## src/rtl/afe_pulser_burst_if.sv

```systemverilog
// Control/status bundle for afe_pulser_burst: burst request fields in, pulse outputs and status out.
// The master drives the request side, the slave (the pulser) drives the outputs.
interface afe_pulser_burst_if #(
    parameter int N_CH   = 4,
    parameter int W_BITS = 16,
    parameter int N_BITS = 8
);
    logic              i_trig;
    logic              i_abort;
    logic [N_CH-1:0]   i_ch_mask;
    logic [N_CH-1:0]   i_y0;
    logic [W_BITS-1:0] i_width;
    logic [W_BITS-1:0] i_period;
    logic [N_BITS-1:0] i_n_pulses;
    logic [N_CH-1:0]   o_out;
    logic              o_busy;
    logic              o_done;
    logic [N_BITS-1:0] o_pulse_idx;
    logic [31:0]       o_stat_pulses;
    logic [15:0]       o_stat_drops;

    modport master (
        output i_trig, i_abort, i_ch_mask, i_y0, i_width, i_period, i_n_pulses,
        input  o_out, o_busy, o_done, o_pulse_idx, o_stat_pulses, o_stat_drops
    );

    modport slave (
        input  i_trig, i_abort, i_ch_mask, i_y0, i_width, i_period, i_n_pulses,
        output o_out, o_busy, o_done, o_pulse_idx, o_stat_pulses, o_stat_drops
    );
endinterface

```

## src/rtl/afe_pulser_burst.sv

```systemverilog
// Multi-channel pulse-burst generator; a trig in IDLE starts the burst one cycle later, out = y0 ^ active mask.
// No backpressure: trig while busy (or together with abort) is dropped; AFE_PULSER_BURST_STATS_EN adds lifetime counters.
module afe_pulser_burst #(
    parameter int N_CH   = 4,
    parameter int W_BITS = 16,
    parameter int N_BITS = 8
) (
    input  logic               clk,
    input  logic               rst_n,
    afe_pulser_burst_if.slave  bus
);
    typedef enum logic [1:0] {IDLE, HIGH, LOW} state_t;

    localparam logic [W_BITS:0]   ONE_W = 1;
    localparam logic [N_BITS-1:0] ONE_N = 1;

    state_t            r_state;
    logic [N_CH-1:0]   r_mask;
    logic [N_CH-1:0]   r_act;
    logic [W_BITS-1:0] r_width;
    logic [W_BITS:0]   r_eff;
    logic [W_BITS:0]   r_cyc;
    logic [N_BITS-1:0] r_npulses;
    logic [N_BITS-1:0] r_pidx;
    logic              r_busy;
    logic              r_done;

    logic              w_accept;
    logic              w_zero;
    logic [W_BITS:0]   w_eff;

    assign w_accept = bus.i_trig && !bus.i_abort && (r_state == IDLE);
    assign w_zero   = (bus.i_width == '0) || (bus.i_n_pulses == '0);
    // One extra bit so a full-scale width still leaves a one-cycle low gap.
    assign w_eff    = ({1'b0, bus.i_period} > {1'b0, bus.i_width}) ? {1'b0, bus.i_period}
                                                                     : {1'b0, bus.i_width} + ONE_W;

    always_ff @(posedge clk or negedge rst_n) begin
        if (!rst_n) begin
            r_state   <= IDLE;
            r_mask    <= '0;
            r_act     <= '0;
            r_width   <= '0;
            r_eff     <= '0;
            r_cyc     <= '0;
            r_npulses <= '0;
            r_pidx    <= '0;
            r_busy    <= 1'b0;
            r_done    <= 1'b0;
        end else begin
            r_done <= 1'b0;
            case (r_state)
                IDLE: begin
                    if (w_accept) begin
                        r_mask    <= bus.i_ch_mask;
                        r_width   <= bus.i_width;
                        r_eff     <= w_eff;
                        r_npulses <= bus.i_n_pulses;
                        if (w_zero) begin
                            r_pidx <= '0;
                            r_done <= 1'b1;
                        end else begin
                            r_state <= HIGH;
                            r_busy  <= 1'b1;
                            r_act   <= bus.i_ch_mask;
                            r_cyc   <= ONE_W;
                            r_pidx  <= ONE_N;
                        end
                    end
                end
                HIGH: begin
                    if (bus.i_abort) begin
                        r_state <= IDLE;
                        r_busy  <= 1'b0;
                        r_act   <= '0;
                    end else if (r_cyc == {1'b0, r_width}) begin
                        r_act <= '0;
                        if (r_pidx == r_npulses) begin
                            r_state <= IDLE;
                            r_busy  <= 1'b0;
                            r_done  <= 1'b1;
                        end else begin
                            r_state <= LOW;
                            r_cyc   <= r_cyc + ONE_W;
                        end
                    end else begin
                        r_cyc <= r_cyc + ONE_W;
                    end
                end
                LOW: begin
                    if (bus.i_abort) begin
                        r_state <= IDLE;
                        r_busy  <= 1'b0;
                        r_act   <= '0;
                    end else if (r_cyc == r_eff) begin
                        r_state <= HIGH;
                        r_act   <= r_mask;
                        r_cyc   <= ONE_W;
                        if (r_pidx != '1) begin
                            r_pidx <= r_pidx + ONE_N;
                        end
                    end else begin
                        r_cyc <= r_cyc + ONE_W;
                    end
                end
                default: r_state <= IDLE;
            endcase
        end
    end

    // y0 is applied combinationally so polarity follows the input even during reset.
    assign bus.o_out       = bus.i_y0 ^ r_act;
    assign bus.o_busy      = r_busy;
    assign bus.o_done      = r_done;
    assign bus.o_pulse_idx = r_pidx;

`ifdef AFE_PULSER_BURST_STATS_EN
    logic        w_rise;
    logic        w_drop;
    logic [31:0] r_stat_pulses;
    logic [15:0] r_stat_drops;

    assign w_rise = (w_accept && !w_zero) ||
                    ((r_state == LOW) && (r_cyc == r_eff) && !bus.i_abort);
    assign w_drop = bus.i_trig && !w_accept;

    always_ff @(posedge clk or negedge rst_n) begin
        if (!rst_n) begin
            r_stat_pulses <= '0;
            r_stat_drops  <= '0;
        end else begin
            if (w_rise && (r_stat_pulses != '1)) begin
                r_stat_pulses <= r_stat_pulses + 32'd1;
            end
            if (w_drop && (r_stat_drops != '1)) begin
                r_stat_drops <= r_stat_drops + 16'd1;
            end
        end
    end

    assign bus.o_stat_pulses = r_stat_pulses;
    assign bus.o_stat_drops  = r_stat_drops;
`else
    assign bus.o_stat_pulses = '0;
    assign bus.o_stat_drops  = '0;
`endif
endmodule

```

## src/flat_wrapper.sv

```systemverilog
// flat-port wrapper written by rule: the top's interface ports become plain ports
module afe_pulser_burst_flat 
#(
    parameter int N_CH   = 4,
    parameter int W_BITS = 16,
    parameter int N_BITS = 8
)
  (clk, rst_n, bus_i_trig, bus_i_abort, bus_i_ch_mask, bus_i_y0, bus_i_width, bus_i_period, bus_i_n_pulses, bus_o_out, bus_o_busy, bus_o_done, bus_o_pulse_idx, bus_o_stat_pulses, bus_o_stat_drops);
  afe_pulser_burst_if #(.N_CH(N_CH), .W_BITS(W_BITS), .N_BITS(N_BITS)) bus_i ();
  input  logic clk;
  input  logic rst_n;
  input wire logic [$bits(bus_i.i_trig)-1:0] bus_i_trig;
  input wire logic [$bits(bus_i.i_abort)-1:0] bus_i_abort;
  input wire logic [$bits(bus_i.i_ch_mask)-1:0] bus_i_ch_mask;
  input wire logic [$bits(bus_i.i_y0)-1:0] bus_i_y0;
  input wire logic [$bits(bus_i.i_width)-1:0] bus_i_width;
  input wire logic [$bits(bus_i.i_period)-1:0] bus_i_period;
  input wire logic [$bits(bus_i.i_n_pulses)-1:0] bus_i_n_pulses;
  output wire logic [$bits(bus_i.o_out)-1:0] bus_o_out;
  output wire logic [$bits(bus_i.o_busy)-1:0] bus_o_busy;
  output wire logic [$bits(bus_i.o_done)-1:0] bus_o_done;
  output wire logic [$bits(bus_i.o_pulse_idx)-1:0] bus_o_pulse_idx;
  output wire logic [$bits(bus_i.o_stat_pulses)-1:0] bus_o_stat_pulses;
  output wire logic [$bits(bus_i.o_stat_drops)-1:0] bus_o_stat_drops;
  assign bus_i.i_trig = bus_i_trig;
  assign bus_i.i_abort = bus_i_abort;
  assign bus_i.i_ch_mask = bus_i_ch_mask;
  assign bus_i.i_y0 = bus_i_y0;
  assign bus_i.i_width = bus_i_width;
  assign bus_i.i_period = bus_i_period;
  assign bus_i.i_n_pulses = bus_i_n_pulses;
  assign bus_o_out = bus_i.o_out;
  assign bus_o_busy = bus_i.o_busy;
  assign bus_o_done = bus_i.o_done;
  assign bus_o_pulse_idx = bus_i.o_pulse_idx;
  assign bus_o_stat_pulses = bus_i.o_stat_pulses;
  assign bus_o_stat_drops = bus_i.o_stat_drops;
  afe_pulser_burst #(.N_CH(N_CH), .W_BITS(W_BITS), .N_BITS(N_BITS)) u_core (.clk(clk), .rst_n(rst_n), .bus(bus_i));
endmodule
```

## config.mk

```make
export PLATFORM = sky130hd
export DESIGN_NAME = afe_pulser_burst_flat
export DESIGN_NICKNAME = d
export VERILOG_FILES = /design/src/rtl/afe_pulser_burst_if.sv /design/src/rtl/afe_pulser_burst.sv /design/src/flat_wrapper.sv
export SDC_FILE = /design/constraint.sdc
export NUM_CORES = 1
export LEC_CHECK = 0
export CAP_MARGIN = 20
export CELL_PAD_IN_SITES_DETAIL_PLACEMENT = 1
export CELL_PAD_IN_SITES_GLOBAL_PLACEMENT = 2
export CORE_UTILIZATION = 30
export DETAILED_ROUTE_END_ITERATION = 12
export PLACE_DENSITY_LB_ADDON = 0.12
export REMOVE_ABC_BUFFERS = 1
export SYNTH_ARGS = -nofsm -noshare
export SYNTH_HDL_FRONTEND = slang
export SYNTH_SLANG_ARGS = --single-unit
```

## constraint.sdc

```tcl
create_clock -name clk -period 4.1 [get_ports clk]
set_input_delay 0.41 -clock clk [delete_from_list [all_inputs] [get_ports clk]]
set_output_delay 0.41 -clock clk [all_outputs]
set_load 0.01 [all_outputs]
```

; Yosys cells after proc, flatten, opt, wreduce, memory -nomap -nowiden
; Index checks and enable logic that the tools add are counted.
[word_totals]
in_bits = 52
register_bits = 78
output_inout_bits = 62
[classes]
order_cmp = 1
muxes = 43
n_reduce_logical = 15
addsub = 3
eq_ne = 17
bitwise = 1
[ops]
columns = cell, count
row1 = $mux 17, 8
row2 = $pmux 17 s3, 1
row3 = $mux 8, 4
row4 = $mux 4, 6
row5 = $add 16x1->17 const B, 1
row6 = $add 17x1->17 const B, 1
row7 = $eq 17x16->1, 1
row8 = $eq 17x17->1, 1
row9 = $gt 16x16->1, 1
row10 = $logic_not 16->1, 1
row11 = $pmux 8 s2, 1
row12 = $mux 2, 7
row13 = $mux 1, 12
row14 = $pmux 4 s3, 1
row15 = $reduce_and 6->1, 2
row16 = $reduce_and 5->1, 2
row17 = $ne 3x2->1 const B, 3
row18 = $add 8x1->8 const B, 1
row19 = $eq 8x8->1, 1
row20 = $logic_not 8->1, 1
row21 = $ne 2x2->1 const B, 4
row22 = $ne 8x8->1 const B, 1
row23 = $ne 2x1->1 const B, 3
row24 = $pmux 2 s3, 1
row25 = other kinds (14), 15

; Logic depth before layout (Yosys ltp)
; Gate-level depths: netlist of the first run.
[logic_depth]
word_depth = 5
mapped_depth = 10
ltp_nobuf = 8

; Worst setup path before layout of the first run
; OpenSTA, ideal clock, no wires.
[synth_timing]
path_type = register -> register
from = register u_core.r_cyc[0]
to = register u_core.r_cyc[2]
slack_ps = 1734
stages_incl_launch_ff = 10
synth_period_minus_slack_ps = 2366
required_time_ps = 3980
setup_time_ps = 120
arrival_ps = 2246
path_cell_list = dfrtp_1 > buf_6 > xor2_1 > nor4_2 > nand3_1 > or4_1 > buf_2 > and3_1 > buf_6 > a31o_1
[synth_between]
elab_chain_len = 5
word_cells_on_any_way = 11
cone_classes = 1 x add/sub / 3 x eq/ne / 6 x mux / 1 x reduce/logical
[synth_lines]
columns = element, line
row1 = from (decl), afe_pulser_burst.sv:22  ; logic [W_BITS:0] r_cyc;
row2 = from (signal assigned), afe_pulser_burst.sv:84  ; r_cyc <= r_cyc + ONE_W;
row3 = from (signal assigned), afe_pulser_burst.sv:87  ; r_cyc <= r_cyc + ONE_W;
row4 = from (signal assigned), afe_pulser_burst.sv:103  ; r_cyc <= r_cyc + ONE_W;
row5 = $add 17x1->17, "afe_pulser_burst.sv:84, afe_pulser_burst.sv:87, afe_pulser_burst.sv:103"
row6 = $mux 17, afe_pulser_burst.sv:78  ; if (r_pidx == r_npulses) begin
row7 = $mux 17, afe_pulser_burst.sv:76  ; end else if (r_cyc == {1'b0, r_width}) begin
row8 = $mux 17, afe_pulser_burst.sv:72  ; if (bus.i_abort) begin
row9 = $pmux 17 s3, afe_pulser_burst.sv:52  ; case (r_state)
; Parallel ways exist; a longest one is shown, timed or not. The select of a mux whose other input is x is not followed.
; A chain may end at the register's enable or synchronous reset.

; Final worst setup path of the first run
[layout_timing]
from = input port bus_i_width[14]
to = register u_core.r_eff[3]
[layout_between]
elab_chain_len = 2
[layout_lines]
columns = element, line
row1 = from (decl), flat_wrapper.sv:16  ; input wire logic [$bits(bus_i.i_width)-1:0] bus_i_width;
row2 = $gt 16x16->1, afe_pulser_burst.sv:35  ; assign w_eff = ({1'b0, bus.i_period} > {1'b0, bus.i_width}) ? {1'b0, bus.i_period}
row3 = $mux 17, afe_pulser_burst.sv:35
row4 = to (signal assigned), afe_pulser_burst.sv:57  ; r_eff <= w_eff;
row5 = to (decl), afe_pulser_burst.sv:21  ; logic [W_BITS:0] r_eff;
; No other way between the ends.

==> results.md, run 1 <==
* CTS tree: yes
* Ant. Diodes at 0
* Clk slew on worst S/H paths at 60 ps
* Yosys reg bits at 78
* CP top delay family: buffers and inverters
* Slowest stage delay, CP at 640 ps
* # Post-CTS Setup Buffers at 0
* Vias per Instance at 5.054
* Min cycle time layout at 3098 ps
* Worst IR Drop VDD at 0.2272 mV
* Initial antenna violation count at 0
* CTS max path bufs at 2
* Final period utilization at 75.55%
* All-layer global routing usage at 18.57%
* Die Area at 19,130 um2
* Synth Area per Inst at 8.576 um2
* Slew of the pin with the lowest slew margin at 1003 ps
* Final Skew at 6.006 ps
* CP endpoint kind: register
* TNS Setup at 0 ps
* Avg WL per Cell at 18.56 um
* H-tree Lvls at 3
* Reg2Reg Depth at 6
* Placed cell count at 909
* First-pass GRT wire length at 27,380 um
* Final slew viol count at 0
* Synthesized cell area at 5574 um2
* Post-synth EDFFs at 0
* Total core area at 18,090 um2
* Largest net degree at the start of global routing at 79
* I/O pin count at 114
* Critical path's slowest cell: nor3_1
* Largest area contributor in the netlist: dfrtp_1
* DRT antenna net count at 0
* Critical path depth at 10
* Initial Util at 30.82%
* Status: complete, but fails checks
* Clock root cell: clkbuf_16
* Area post-placement at 6220 um2
* Maxcap violations at 0
* Number of detailed-route iterations in the first pass at 10
* Pleak at 2.954 nW
* Hold Slack at -12.47 ps
* Routed Wire Length at 17,190 um
* Power Density at 545.2 nW/um2
* Hold-fix buffers, CTS at 0
* Crit path from: bus_i_width[14]
* Startpoint types: input port
* CP Cell Sequence: clkdlybuf4s50_1 > inv_1 > ha_1 > a21oi_1 > nand2_1 > a221o_1 > nor3_1 > nor2_1 > buf_4 > o311ai_1
* RSZ-0062 raised after global routing: no
* Seq/Total Area, Yosys at 35.02%
* Routability cong. at 0.8156
* Worst Setup EP: u_core.r_eff[3]
* Drt drc at 14
* Clock latency on the worst-skew pair at 350 ps
* Iter 0 DRT Violations at 240
* Unique cell type count in the Yosys netlist at 57
* Final non-filler cell total at 926
* Worst path required time at 4340 ps
* Share of layout cells above drive strength 1 at 5.022%
* CTS-repair resized insts at 0
* Final layout net count at 769
* Die W at 138.3 um
* Yosys top cell area share at 35.02%
* Synth async-reset ratio at 100.0%
* Fill cells at 2,091
* R2R Setup Slk at 1100 ps
* Fin. Hold Viols at 10
* Total clock sinks at 78
* Post-Layout Inst Area at 6600 um2
* Slew Limit Headroom at 32.65%
* Fmax at 322.8 MHz
* Die Ht at 138.3 um
* Maximum fanout along the worst path at 12
* DR vias at 4,680
* Vias in the first global route at 4,844
* Synth top area cells: dfrtp_1 35%, buf_4 6.5%, nand2_1 6.2%, ha_1 5.4%, xnor2_1 4.7%
* Port-buffer cells at 65
* Worst r2r src: u_core.r_cyc[0]
* Setup violations, final at 0
* Power, Total at 3.599 mW
* Hold Path Class: input port to asynchronous set/reset pin
* # rows at 49
* Worst Path Arrival at 3340 ps
* Worst reg2reg path endpoint: u_core.bus.o_pulse_idx[4]
* Worst setup path class: input port to register
* CTS buffer count at 9
* Failing checks: design-rule violations, negative hold slack
* Synthesis-to-finish area growth at 18.41%
* WP buf/inv at 3
* DP HPWL at 13,330 um
* GRT Residual Overflow at 0
* Mapped Cells at 650
* Synth Flop Type: dfrtp_1
* Ys Warns at 0
## layer usage
| layer | vias up | wire (um) | global-route usage, % |
|---|---|---|---|
| met5 | - | 0 | 0 |
| met1 | 2284 | 8012 | 23.62 |
| met2 | 93 | 8439 | 31.85 |
| li1 | 2291 | - | - |
| met4 | 0 | 242 | 7.037 |
| met3 | 12 | 492 | 2.598 |
## per-stage QoR
step / setup WS, ps / hold slack [ps] / util [%]
detailed placement: 584.4 / 471.6 / 34.39
floorplan: 1069 / 114.4 / -
global placement: 613.2 / 463.9 / 34.39
global route: 747.4 / 3.540 / 36.49
CTS: 947.3 / 300.7 / 36.26
finish: 1002 / -12.47 / 36.49
## how the worst min path moves through the flow
stage	end	slack (ps)
after floorplan	u_core.bus.o_busy	110
after global placement	u_core.r_mask[3]	460
after detailed placement	u_core.r_mask[3]	470
after CTS	u_core.bus.o_pulse_idx[7]	300
after global routing	u_core.bus.o_pulse_idx[5]	4
final	u_core.r_npulses[7]	-10
## cells by family (layout without fill, tap and decap cells)
kind of cell / after synthesis / after routing / share of synthesized area [%]
AOI/OAI and AO/OA: 122 / 122 / 15.60
xor gates and xnor gates: 58 / 58 / 9.113
adders and majority gates: 24 / 24 / 5.387
buffers and inverters: 122 / 122 / 11.81
DFF: 78 / 78 / 35.02
muxes: 14 / 14 / 2.671
other: 1 / 48 / 0.06728
and+or+nand+nor: 231 / 231 / 20.34
## report_power, final
group          leakage [nW]  internal [mW]  switching [mW]
clock network         0.166          0.607           0.324
registers              1.00           1.02           0.236
logic                  1.79          0.608           0.798
total                  2.95           2.24            1.36
## final cells by class
cell class | instances | area, um2 | share of cell area [%]
multi-input cells | 497 | 3161 | 47.89
flip-flops and latches | 78 | 1952 | 29.57
repair buffers | 73 | 735.7 | 11.15
well taps | 229 | 286.5 | 4.341
clock buffers | 11 | 242.7 | 3.678
inverters | 34 | 127.6 | 1.934
clock inverters | 4 | 95.09 | 1.441
## worst reg2reg max path, delay by kind of cell, from the launching register on
kind	cells	cell delay (ps)
and+or+nand+nor	3	1490
AOI/OAI and AO/OA	2	640
DFF	1	510
xor gates and xnor gates	1	290
## registers in the layout, summed over array words and instances, names as in the netlist
register / flops
u_core.r_cyc: 17
u_core.r_eff: 17
u_core.r_width: 16
u_core.bus.o_pulse_idx: 8
u_core.r_npulses: 8
u_core.r_act: 4
u_core.r_mask: 4
u_core.r_state: 2
u_core.bus.o_busy: 1
u_core.bus.o_done: 1
## cell usage after synthesis (4+ instances only)
cell type / n
buf_4: 48
or3_1: 5
nand3_1: 30
o21ai_0: 29
xnor2_1: 30
o311ai_1: 11
o22ai_1: 4
and3_1: 6
nor4_1: 12
nand4_1: 27
a211o_1: 10
nor2_1: 25
o31ai_1: 8
mux2_1: 4
xor2_1: 28
nor3_1: 12
a22o_1: 9
clkbuf_1: 33
buf_2: 4
mux2i_1: 7
or4_1: 4
o21ai_1: 4
a21oi_1: 15
nand2_1: 92
inv_1: 34
a211oi_1: 7
nor2b_1: 4
dfrtp_1: 78
ha_1: 24
## cell usage in the layout (no fill, tap or decap), drive strengths merged, types with 2 or more instances in the layout
master	count
a211o	10
a211oi	8
a21oi	15
a221o	2
a22o	9
a311o	2
a31oi	3
a41oi	2
and2	3
and3	6
and4	3
buf	9
bufinv	3
clkbuf	11
clkdlybuf4s50	64
conb	48
dfrtp	78
ha	24
inv	34
mux2	7
mux2i	7
nand2	92
nand3	30
nand4	27
nor2	25
nor2b	4
nor3	12
nor4	15
o211a	2
o211ai	3
o21ai	33
o22ai	4
o311ai	11
o31ai	8
or2	3
or3	5
or4	4
xnor2	30
xor2	28
Note: power is estimated with default switching activity, not from simulation.
==> run 2: changes to the inputs <==
- clock period: 4.1 -> 3.17 ns (I/O delays scaled with it)
==> results.md, run 2 (synthesis results as in run 1) <==
* Worst slack at placement at 51.72 ps
* Fin. Hold Viols at 0
* Largest net degree at the start of global routing at 67
* Routed Wire Length at 17,410 um
* Clk slew on worst S/H paths at 60 ps
* Maxcap violations at 0
* Die W at 138.3 um
* Pleak at 3.066 nW
* Top flop regs: u_core.r_cyc x17, u_core.r_eff x17, u_core.r_width x16
* CTS max path bufs at 2
* Vias in the first global route at 5,197
* Most frequent cells in the layout: 92 x nand2_1, 78 x dfrtp_1, 64 x clkdlybuf4s50_1
* Slowest stage delay, CP at 690 ps
* Slew Limit Headroom at 39.44%
* CP endpoint kind: register
* Routability cong. at 0.8374
* Vias per Instance at 5.116
* Failing checks: design-rule violations
* Avg WL per Cell at 18.15 um
* R2R Setup Slk at 570 ps
* Die Area at 19,130 um2
* Synthesis-to-finish area growth at 20.79%
* Final period utilization at 87.22%
* CP Cell Sequence: clkdlybuf4s50_1 > inv_1 > ha_1 > and4_1 > nand2_1 > a211oi_1 > nor3_1 > nor2_1 > o311ai_1
* # rows at 49
* Hold-fix buffers, CTS at 0
* Setup violations, final at 0
* DR vias at 4,906
* All-layer global routing usage at 18.97%
* Initial Util at 30.82%
* Total core area at 18,090 um2
* I/O pin count at 114
* Final Skew at 6.754 ps
* Initial antenna violation count at 0
* Startpoint types: input port
* Reg2Reg Depth at 7
* GRT Residual Overflow at 0
* Final non-filler cell total at 959
* Drt drc at 16
* DP HPWL at 13,700 um
* Status: complete, but fails checks
* Worst setup path class: input port to register
* Area taken by multi-input logic gates at 3148 um2
* Area taken by flip-flops and latches at 1952 um2
* Ant. Diodes at 0
* Port-buffer cells at 65
* Worst path required time at 3350 ps
* Number of detailed-route iterations in the first pass at 10
* Worst reg2reg path endpoint: u_core.r_cyc[15]
* Power, Total at 4.440 mW
* Worst Path Arrival at 2940 ps
* DRT antenna net count at 0
* Setup WS post-layout at 405.2 ps
* Die Ht at 138.3 um
* Maximum fanout along the worst path at 12
* Hold Path Class: input port to asynchronous set/reset pin
* Clock latency on the worst-skew pair at 340 ps
* Share of layout cells above drive strength 1 at 8.767%
* Fmax at 361.7 MHz
* Final layout net count at 802
* Final slew viol count at 0
* Worst r2r src: u_core.bus.o_pulse_idx[4]
* First-pass GRT wire length at 28,310 um
* RSZ-0062 raised after global routing: no
* CTS buffer count at 9
* CTS tree: yes
* Critical path's slowest cell: nor2_1
* Total clock sinks at 78
* Min cycle time layout at 2765 ps
* Power Density at 659.5 nW/um2
* Iter 0 DRT Violations at 200
* H-tree Lvls at 3
* Slew of the pin with the lowest slew margin at 908.4 ps
* Fill cells at 2,162
* # Post-CTS Setup Buffers at 0
* Worst IR Drop VDD at 0.2445 mV
* Most common cell after layout, fill and taps aside: nand2_1
* TNS Setup at 0 ps
* CTS-repair resized insts at 0
* Placed cell count at 944
* Clock root cell: clkbuf_16
run 2: per-stage QoR:
step           cell area, um2  hold slack [ps]  utilization (%)
2_1_floorplan            5220            21.41                -
3_3_place_gp             6482            465.0            35.84
3_5_place_dp             6482            481.7            35.84
4_1_cts                  6733            141.4            37.23
5_1_grt                  6733            176.3            37.23
6_report                 6733            110.2            37.23
run 2: layout make-up:
type | count | share of cell area (%)
Clock buffer | 13 | 3.568
Clock inverter | 2 | 0.1487
Inverter | 34 | 1.896
Multi-Input combinational cell | 497 | 46.76
Sequential cell | 78 | 28.99
Tap cell | 229 | 4.256
Timing Repair Buffer | 106 | 14.38
run 2: worst max-delay path by stage:
stage / from / end / slack, ps / cells past startpoint
6_report: bus_i_width[13] / u_core.r_eff[9] / 410 / 9
5_1_grt: bus_i_width[14] / u_core.r_eff[13] / 170 / 9
4_1_cts: bus_i_width[13] / u_core.r_eff[9] / 410 / 9
3_5_place_dp: bus_i_width[13] / u_core.r_eff[9] / 50 / 9
3_3_place_gp: bus_i_width[1] / u_core.r_act[1] / 90 / 9
2_1_floorplan: u_core.r_state[0] / u_core.r_eff[12] / 140 / 6
run 2: report_power, final:
part / internal [mW] / switching, mW / total, mW
clock network: 0.525 / 0.402 / 0.927
registers: 1.33 / 0.290 / 1.62
logic: 0.836 / 1.06 / 1.90
run 2: critical path: cells and delay by family:
family | cells | cell delay (ps)
adders and majority gates | 1 | 300
AOI/OAI and AO/OA | 2 | 570
and+or+nand+nor | 4 | 1160
buffers and inverters | 2 | 580
run 2: routing by layer:
layer  GRT usage, %  vias up  wire length (um)
met5              0        -                 0
met1          23.67     2400              7728
met4          7.806        0               384
li1               -     2367                 -
met2          32.91      116              8658
met3          2.563       23               638
